## config.mk

```make
export PLATFORM = sky130hd
export DESIGN_NAME = icache_refill
export DESIGN_NICKNAME = d
export VERILOG_FILES = /design/src/rtl/icache_refill.sv
export SDC_FILE = /design/constraint.sdc
export NUM_CORES = 2
export LEC_CHECK = 0
export ABC_AREA = 1
export CORE_MARGIN = 2
export CORE_UTILIZATION = 45
export CTS_CLUSTER_DIAMETER = 100
export DETAILED_ROUTE_END_ITERATION = 6
export GPL_TIMING_DRIVEN = 1
export PLACE_DENSITY = 0.59
export SYNTH_ARGS = -nofsm -noshare
export SYNTH_HDL_FRONTEND = slang
export SYNTH_SLANG_ARGS = --single-unit
export TNS_END_PERCENT = 20
```

## constraint.sdc

```tcl
create_clock -name clk -period 7.05 [get_ports clk]
set_clock_uncertainty 0.2 [all_clocks]
set_input_delay 2.115 -clock clk [delete_from_list [all_inputs] [get_ports clk]]
set_output_delay 2.115 -clock clk [all_outputs]
set_load 0.05 [all_outputs]
```

## src/rtl/icache_refill.sv

```systemverilog
// rtl/icache_refill.sv - direct-mapped read-only instruction cache with 4-word burst refill
module icache_refill #(
  parameter int LINES       = 16,
  parameter int MEM_LATENCY = 1
) (
  input  logic        clk,
  input  logic        rst_n,
  input  logic        cpu_req,
  input  logic [31:0] cpu_addr,
  output logic [31:0] cpu_rdata,
  output logic        cpu_ready,
  input  logic        flush,
  output logic [31:0] mem_addr,
  output logic        mem_enable,
  output logic        mem_rw,
  output logic [1:0]  mem_access_size,
  input  logic [31:0] mem_dout,
  input  logic        mem_busy,
  output logic [15:0] miss_count
);

  localparam int IW = $clog2(LINES);
  localparam int TW = 28 - IW;
  localparam logic [3:0] FIRST_WORD = 4'(MEM_LATENCY);
  localparam logic [3:0] LAST_WORD  = 4'(MEM_LATENCY + 3);

  typedef enum logic [2:0] {IDLE, LOOKUP, REQ, FILL, RESP} state_t;

  state_t         state;
  logic [31:2]    addr_q;
  logic [LINES-1:0] valid;
  logic [TW-1:0]  tags [LINES];
  logic [31:0]    data [LINES*4];
  logic [3:0]     cyc;
  logic           flush_pend;

  logic [IW-1:0]  idx;
  logic [TW-1:0]  tag;
  logic [1:0]     off;
  logic [3:0]     fill_pos;
  logic           hit;
  logic           unused_addr_bits;

  assign idx      = addr_q[4+IW-1:4];
  assign tag      = addr_q[31:4+IW];
  assign off      = addr_q[3:2];
  assign fill_pos = cyc - FIRST_WORD;
  assign hit      = valid[idx] && (tags[idx] == tag);

  // The burst starts in the first REQ cycle that finds the memory idle.
  assign mem_enable      = (state == REQ) && !mem_busy;
  assign mem_rw          = 1'b0;
  assign mem_access_size = 2'b01;

  assign unused_addr_bits = &{1'b0, cpu_addr[1:0]};

  always_ff @(posedge clk) begin
    if (!rst_n) begin
      state      <= IDLE;
      valid      <= '0;
      addr_q     <= '0;
      cpu_ready  <= 1'b0;
      cpu_rdata  <= '0;
      mem_addr   <= '0;
      miss_count <= '0;
      cyc        <= '0;
      flush_pend <= 1'b0;
    end else begin
      cpu_ready <= 1'b0;
      if (flush && (state != IDLE)) flush_pend <= 1'b1;
      case (state)
        IDLE: begin
          if (flush || flush_pend) begin
            valid      <= '0;
            flush_pend <= 1'b0;
          end else if (cpu_req) begin
            addr_q <= cpu_addr[31:2];
            state  <= LOOKUP;
          end
        end
        LOOKUP: begin
          if (hit) begin
            cpu_rdata <= data[{idx, off}];
            cpu_ready <= 1'b1;
            state     <= IDLE;
          end else begin
            mem_addr <= {addr_q[31:4], 4'b0000};
            state    <= REQ;
          end
        end
        REQ: begin
          if (!mem_busy) begin
            cyc   <= 4'd1;
            state <= FILL;
          end
        end
        FILL: begin
          // cyc counts cycles since the mem_enable cycle.
          if (cyc >= FIRST_WORD) data[{idx, fill_pos[1:0]}] <= mem_dout;
          if (cyc == LAST_WORD) begin
            valid[idx] <= 1'b1;
            tags[idx]  <= tag;
            if (miss_count != 16'hFFFF) miss_count <= miss_count + 16'd1;
            state <= RESP;
          end
          cyc <= cyc + 4'd1;
        end
        RESP: begin
          cpu_rdata <= data[{idx, off}];
          cpu_ready <= 1'b1;
          state     <= IDLE;
        end
        default: state <= IDLE;
      endcase
    end
  end

endmodule

```

# --- After elaboration in Yosys (flattened, before gate mapping) ---
# Memory sizes are Yosys's and may differ from the RTL's. A register that Yosys moved wholly into a read port is not among the register bits.
# Index checks and enable logic that the tools add are counted.
word_totals:
  regBits: 131
  memories: 2
  output_inout_bits: 85
  latch_bits: 0
  ram_bits: 2432
  mem_bits_ro: 0
memory_table:
  columns: ["name", "depth", "width", "read_ports", "rd_clocked_by_memory_dff", "write_ports", "line_no", "rtl"]
  rows:
  - ["data", 64, 32, 1, 1, 1, "33", "logic [31:0] data [LINES*4];"]
  - ["tags", 16, 24, 1, 1, 1, "32", "logic [TW-1:0] tags [LINES];"]
classes:
  shift: 0
  eq_ne: 13
  n_addsub: 3
  div_mod_pow: 0
  bitwise: 3
  mux: 34
  n_mul: 0
  n_lt_le_gt_ge: 3
  n_reduce_logical: 18
ops:
  columns: ["op", "n"]
  rows:
  - ["one-hot mux 32 bit (2 select lines)", 1]
  - ["two-way mux 16 bit", 2]
  - ["two-way mux 32 bit", 1]
  - ["one-hot mux 16 bit (2 select lines)", 1]
  - ["== test 24 bit", 1]
  - ["adder 16 x 1 -> 16 bit, second input constant", 1]
  - ["!= test 16 bit, second input constant", 1]
  - ["bitwise OR 16 bit", 1]
  - ["two-way mux 1 bit", 14]
  - ["two-way mux 3 bit", 4]
  - ["two-way mux 4 bit", 3]
  - ["two-way mux 6 bit", 2]
  - ["!= test 2 bit, second input constant", 6]
  - ["one-hot mux 3 bit (4 select lines)", 1]
  - ["AND reduction 3 bit", 3]
  - ["greater-or-equal comparator 4 x 1 -> 1 bit, second input constant", 2]
  - ["one-hot mux 4 bit (2 select lines)", 1]
  - ["== test 3 x 2 -> 1 bit, second input constant", 2]
  - ["AND reduction 2 bit", 3]
  - ["nonzero test 2 bit", 3]
  - ["< comparator 4 x 5 -> 1 bit, second input constant", 1]
  - ["adder 4 x 1 -> 4 bit, second input constant", 1]
  - ["binary-select mux 1 bit (select 4 bit)", 1]
  - ["demux 1 bit (select 4 bit)", 1]
  - ["13 further kinds", 17]

# --- Logic depth before layout (Yosys ltp) ---
depth:
  ltp_word: 7
  depth_mapped: 22
  ltp_nobuf: 19

# --- Worst setup path after synthesis ---
# OpenSTA, ideal clock, no wires.
synth_timing:
  kind: "in2out"
  start: "input mem_busy"
  end: "output mem_enable"
  required_time_ps: 4735
  cell_stages: 1
  path_buffers: 0
  arrival_ps: 2858
  path_slack_ps: 1877
  cell_sequence: "nor2_1"
synth_via:
  elab_chain_len: 2
synth_rtl:
  columns: ["item", "line_no", "rtl"]
  rows:
  - ["start: declaration", "18", "input logic mem_busy,"]
  - ["zero test 1 bit", null, null]
  - ["logical AND 1 bit", "51", "assign mem_enable = (state == REQ) && !mem_busy;"]
  - ["end: declaration", "14", "output logic mem_enable,"]
# No other way between the ends.

# --- Worst setup path in the final report ---
# Same ends and word-level chain as after synthesis.

==> results.yml <==
pwr:
  total_power_mw: 33.4
  powerDensity_nw_per_um2: 291
  ir_drop_mv: 0.291
  leakage_nw: 38.2
die:
  initial_core_util_pct: 45.3
  die_w_microns: 480
  num_rows: 174
  core_sq_um: 225000
  dieArea_sq_um: 230000
  pin_count: 154
  die_h_microns: 480
setup_path:
  arrival_ns: 3.88
  cp.required_ns: 4.74
  criticalPathCategory: "in -> out"
  path_cells: "clkdlybuf4s50_1 > nor2_1 > clkdlybuf4s50_1"
  slowest_delay_ns: 0.89
  cpMostUsedCell: "clkdlybuf4s50_1"
  cp-start-kind: "input port"
  crit_family: "buffers and inverters"
  slowest_stage: "clkdlybuf4s50_1"
  critical_path_buf_inv_count: 2
  path_max_fanout: 4
  crit_path_end_kind: "output port"
drt:
  antenna_left: 0
  drt-initial-drc-count: 8047
  vias: 66800
  routed_via_density: 5.84
  remaining_drc_errors: 0
  dr.pass1.iters: 5
  wire_per_inst_microns: 25.6
  postRouteWirelength_microns: 292000
timing:
  fin_tns_setup_ns: 0
  hold_ws_ns: 0.250
  finalMaxSlewViolations: 0
  fin_crit_sh_pct: 87.9
  finalCriticalPeriod_ns: 6.20
  slew_headroom_pct: 11.4
  fmax_mhz: 161
  setup_viol: 0
  tightest_slew_ns: 1.33
  rsz0062_at_grt: "false"
  final_hold_viol_count: 0
hold_path:
  hold_path_class: "reg -> reg"
synthesis:
  yosysMostFrequentCell: "edfxtp_1"
  ys_types: 48
  synth_enable_flop_cells: 2432
  synth_top_area_share_pct: 71.7
  synth_area_per_cell_sq_um: 12.4
  syn_inst: 8183
  syn_area_sq_um: 102000
  synthTopCellsByArea: "edfxtp_1, o21ai_0, nor2_1"
  synth_common_cells: "edfxtp_1, nor2_1, o21ai_0"
  synthArstFlopShare_pct: 0
  synth-seq-cells: 2569
  ys_seq_area_share_pct: 74.4
  yosys_warnings: 0
  yosys.area.top_type: "edfxtp_1"
  synth_flop_cell: "edfxtp_1"
global_routing:
  gr-total-overflow: 0
  grt_start_max_net_pins: 233
  grt_pass1_vias: 63000
  antenna_found_initial: 21
  grt_pass1_wl_microns: 426000
  grtUsageTotal_pct: 24.9
finish:
  multi_input_area_sq_um: 23100
  fin_cells: 11400
  fin_nets: 8322
  regArea_sq_um: 75800
  drive_above_1_share_pct: 8.44
  nFillCells: 19100
  syn_to_final_growth_pct: 13.0
place:
  place_hpwl_microns: 156000
  post-place-cells: 11000
  portBuffers: 144
  gp_congestion: 0.836
clocking:
  cts_tree: "yes"
  cts_resized: 0
  postCtsSetupBuffers: 0
  clock_path_buffers: 4
  cts_num_sinks: 2569
  cts_hold_repair.buffers: 0
  clk_latency_ns: 0.90
  cts-root-buf: "clkbuf_16"
  clk_pin_slew_ns: 0.05
  cts_buffers: 280
  htreeDepth: 5
job:
  drv_cap: 0
status:
  status: "finished clean"
-- worst paths after layout --
| kind | start | endpoint | slack [ns] | cells after the start |
|---|---|---|---|---|
| min reg2reg | valid[13] | valid[13] | 0.25 | 2 |
| min | valid[13] | valid[13] | 0.25 | 2 |
| max | mem_busy | mem_enable | 0.85 | 3 |
| max reg2reg | register | cpu_rdata[29] | 2.45 | 15 |
-- per-layer routing --
layer	track usage (%)	up-vias	share of wire, %
met4	9.15	6	3.7
met3	3.30	553	7.6
li1	-	30000	-
met5	0	-	0.015
met2	39.9	2888	47
met1	35.0	33400	42
-- power by group --
| part | leakage (nW) | internal, mW | switching, mW |
|---|---|---|---|
| registers | 23.0 | 16.8 | 0.140 |
| clock network | 4.07 | 7.89 | 5.76 |
| logic | 11.0 | 0.749 | 2.14 |
-- cell type report --
class / instances / share of cell area, %
flip-flops and latches: 2569 / 65.9
diodes: 4 / 0.00870
repair buffers: 349 / 2.63
clock buffers: 359 / 6.60
well taps: 2992 / 3.25
inverters: 251 / 0.857
clock inverters: 107 / 0.639
multi-input cells: 4798 / 20.1
-- cell families (layout without fill, tap and decap cells) --
| family | Yosys count | after routing | synth area share [%] |
|---|---|---|---|
| buffers and inverters | 821 | 1066 | 3.44 |
| AOI/OAI and AO/OA | 2151 | 2151 | 11.8 |
| xor gates and xnor gates | 2 | 2 | 0.0172 |
| DFF | 2569 | 2569 | 74.4 |
| and+or+nand+nor | 2634 | 2634 | 10.3 |
| adders and majority gates | 4 | 4 | 0.0492 |
| other | 2 | 11 | 0.00738 |
-- registers in the layout (all words and copies together) (netlist names), named ones only --
signal / cells
mem_addr: 28
data: 2048
flush_pend: 1
tags: 384
addr_q: 30
cyc: 4
cpu_rdata: 32
cpu_ready: 1
miss_count: 16
state: 3
valid: 16
-- worst min-delay path, cell delays in order, from the launching register on --
cell     delay [ns]
dfxtp_1        0.31
inv_1          0.05
a21oi_1        0.05
-- stage by stage --
step	setup WS, ns	utilization [%]	instance area [sq um]
after CTS	0.864	51.1	115000
after global placement	0.897	47.4	107000
after floorplan	1.88	-	102000
after detailed placement	0.870	47.4	107000
after global routing	0.791	51.1	115000
final	0.854	51.1	115000
-- cells in the final DEF (no fill, tap or decap), types with 5 or more instances in the layout --
master / synthesis / routed
buf_12: 0 / 17
o211ai_1: 60 / 60
nand4_1: 18 / 18
o21ai_0: 1351 / 1351
nand3_1: 307 / 306
nor2_1: 1557 / 1493
clkbuf_16: 0 / 290
inv_8: 0 / 5
clkbuf_8: 0 / 8
o21ai_1: 25 / 25
nand2_1: 680 / 680
clkbuf_1: 380 / 61
dfxtp_4: 0 / 6
nand3b_1: 7 / 7
o22ai_1: 517 / 517
o221ai_1: 94 / 94
nor3_2: 0 / 17
or2_2: 24 / 24
inv_1: 243 / 242
conb_1: 2 / 7
clkinv_1: 3 / 58
a21oi_1: 86 / 86
edfxtp_1: 2432 / 2432
dfxtp_1: 137 / 131
nor2_4: 1 / 65
buf_2: 97 / 32
clkinv_2: 0 / 31
nor3_1: 27 / 10
buf_4: 21 / 189
clkdlybuf4s50_1: 0 / 111
a31oi_1: 6 / 6
bufinv_16: 0 / 9
(Power assumes the default switching activity.)
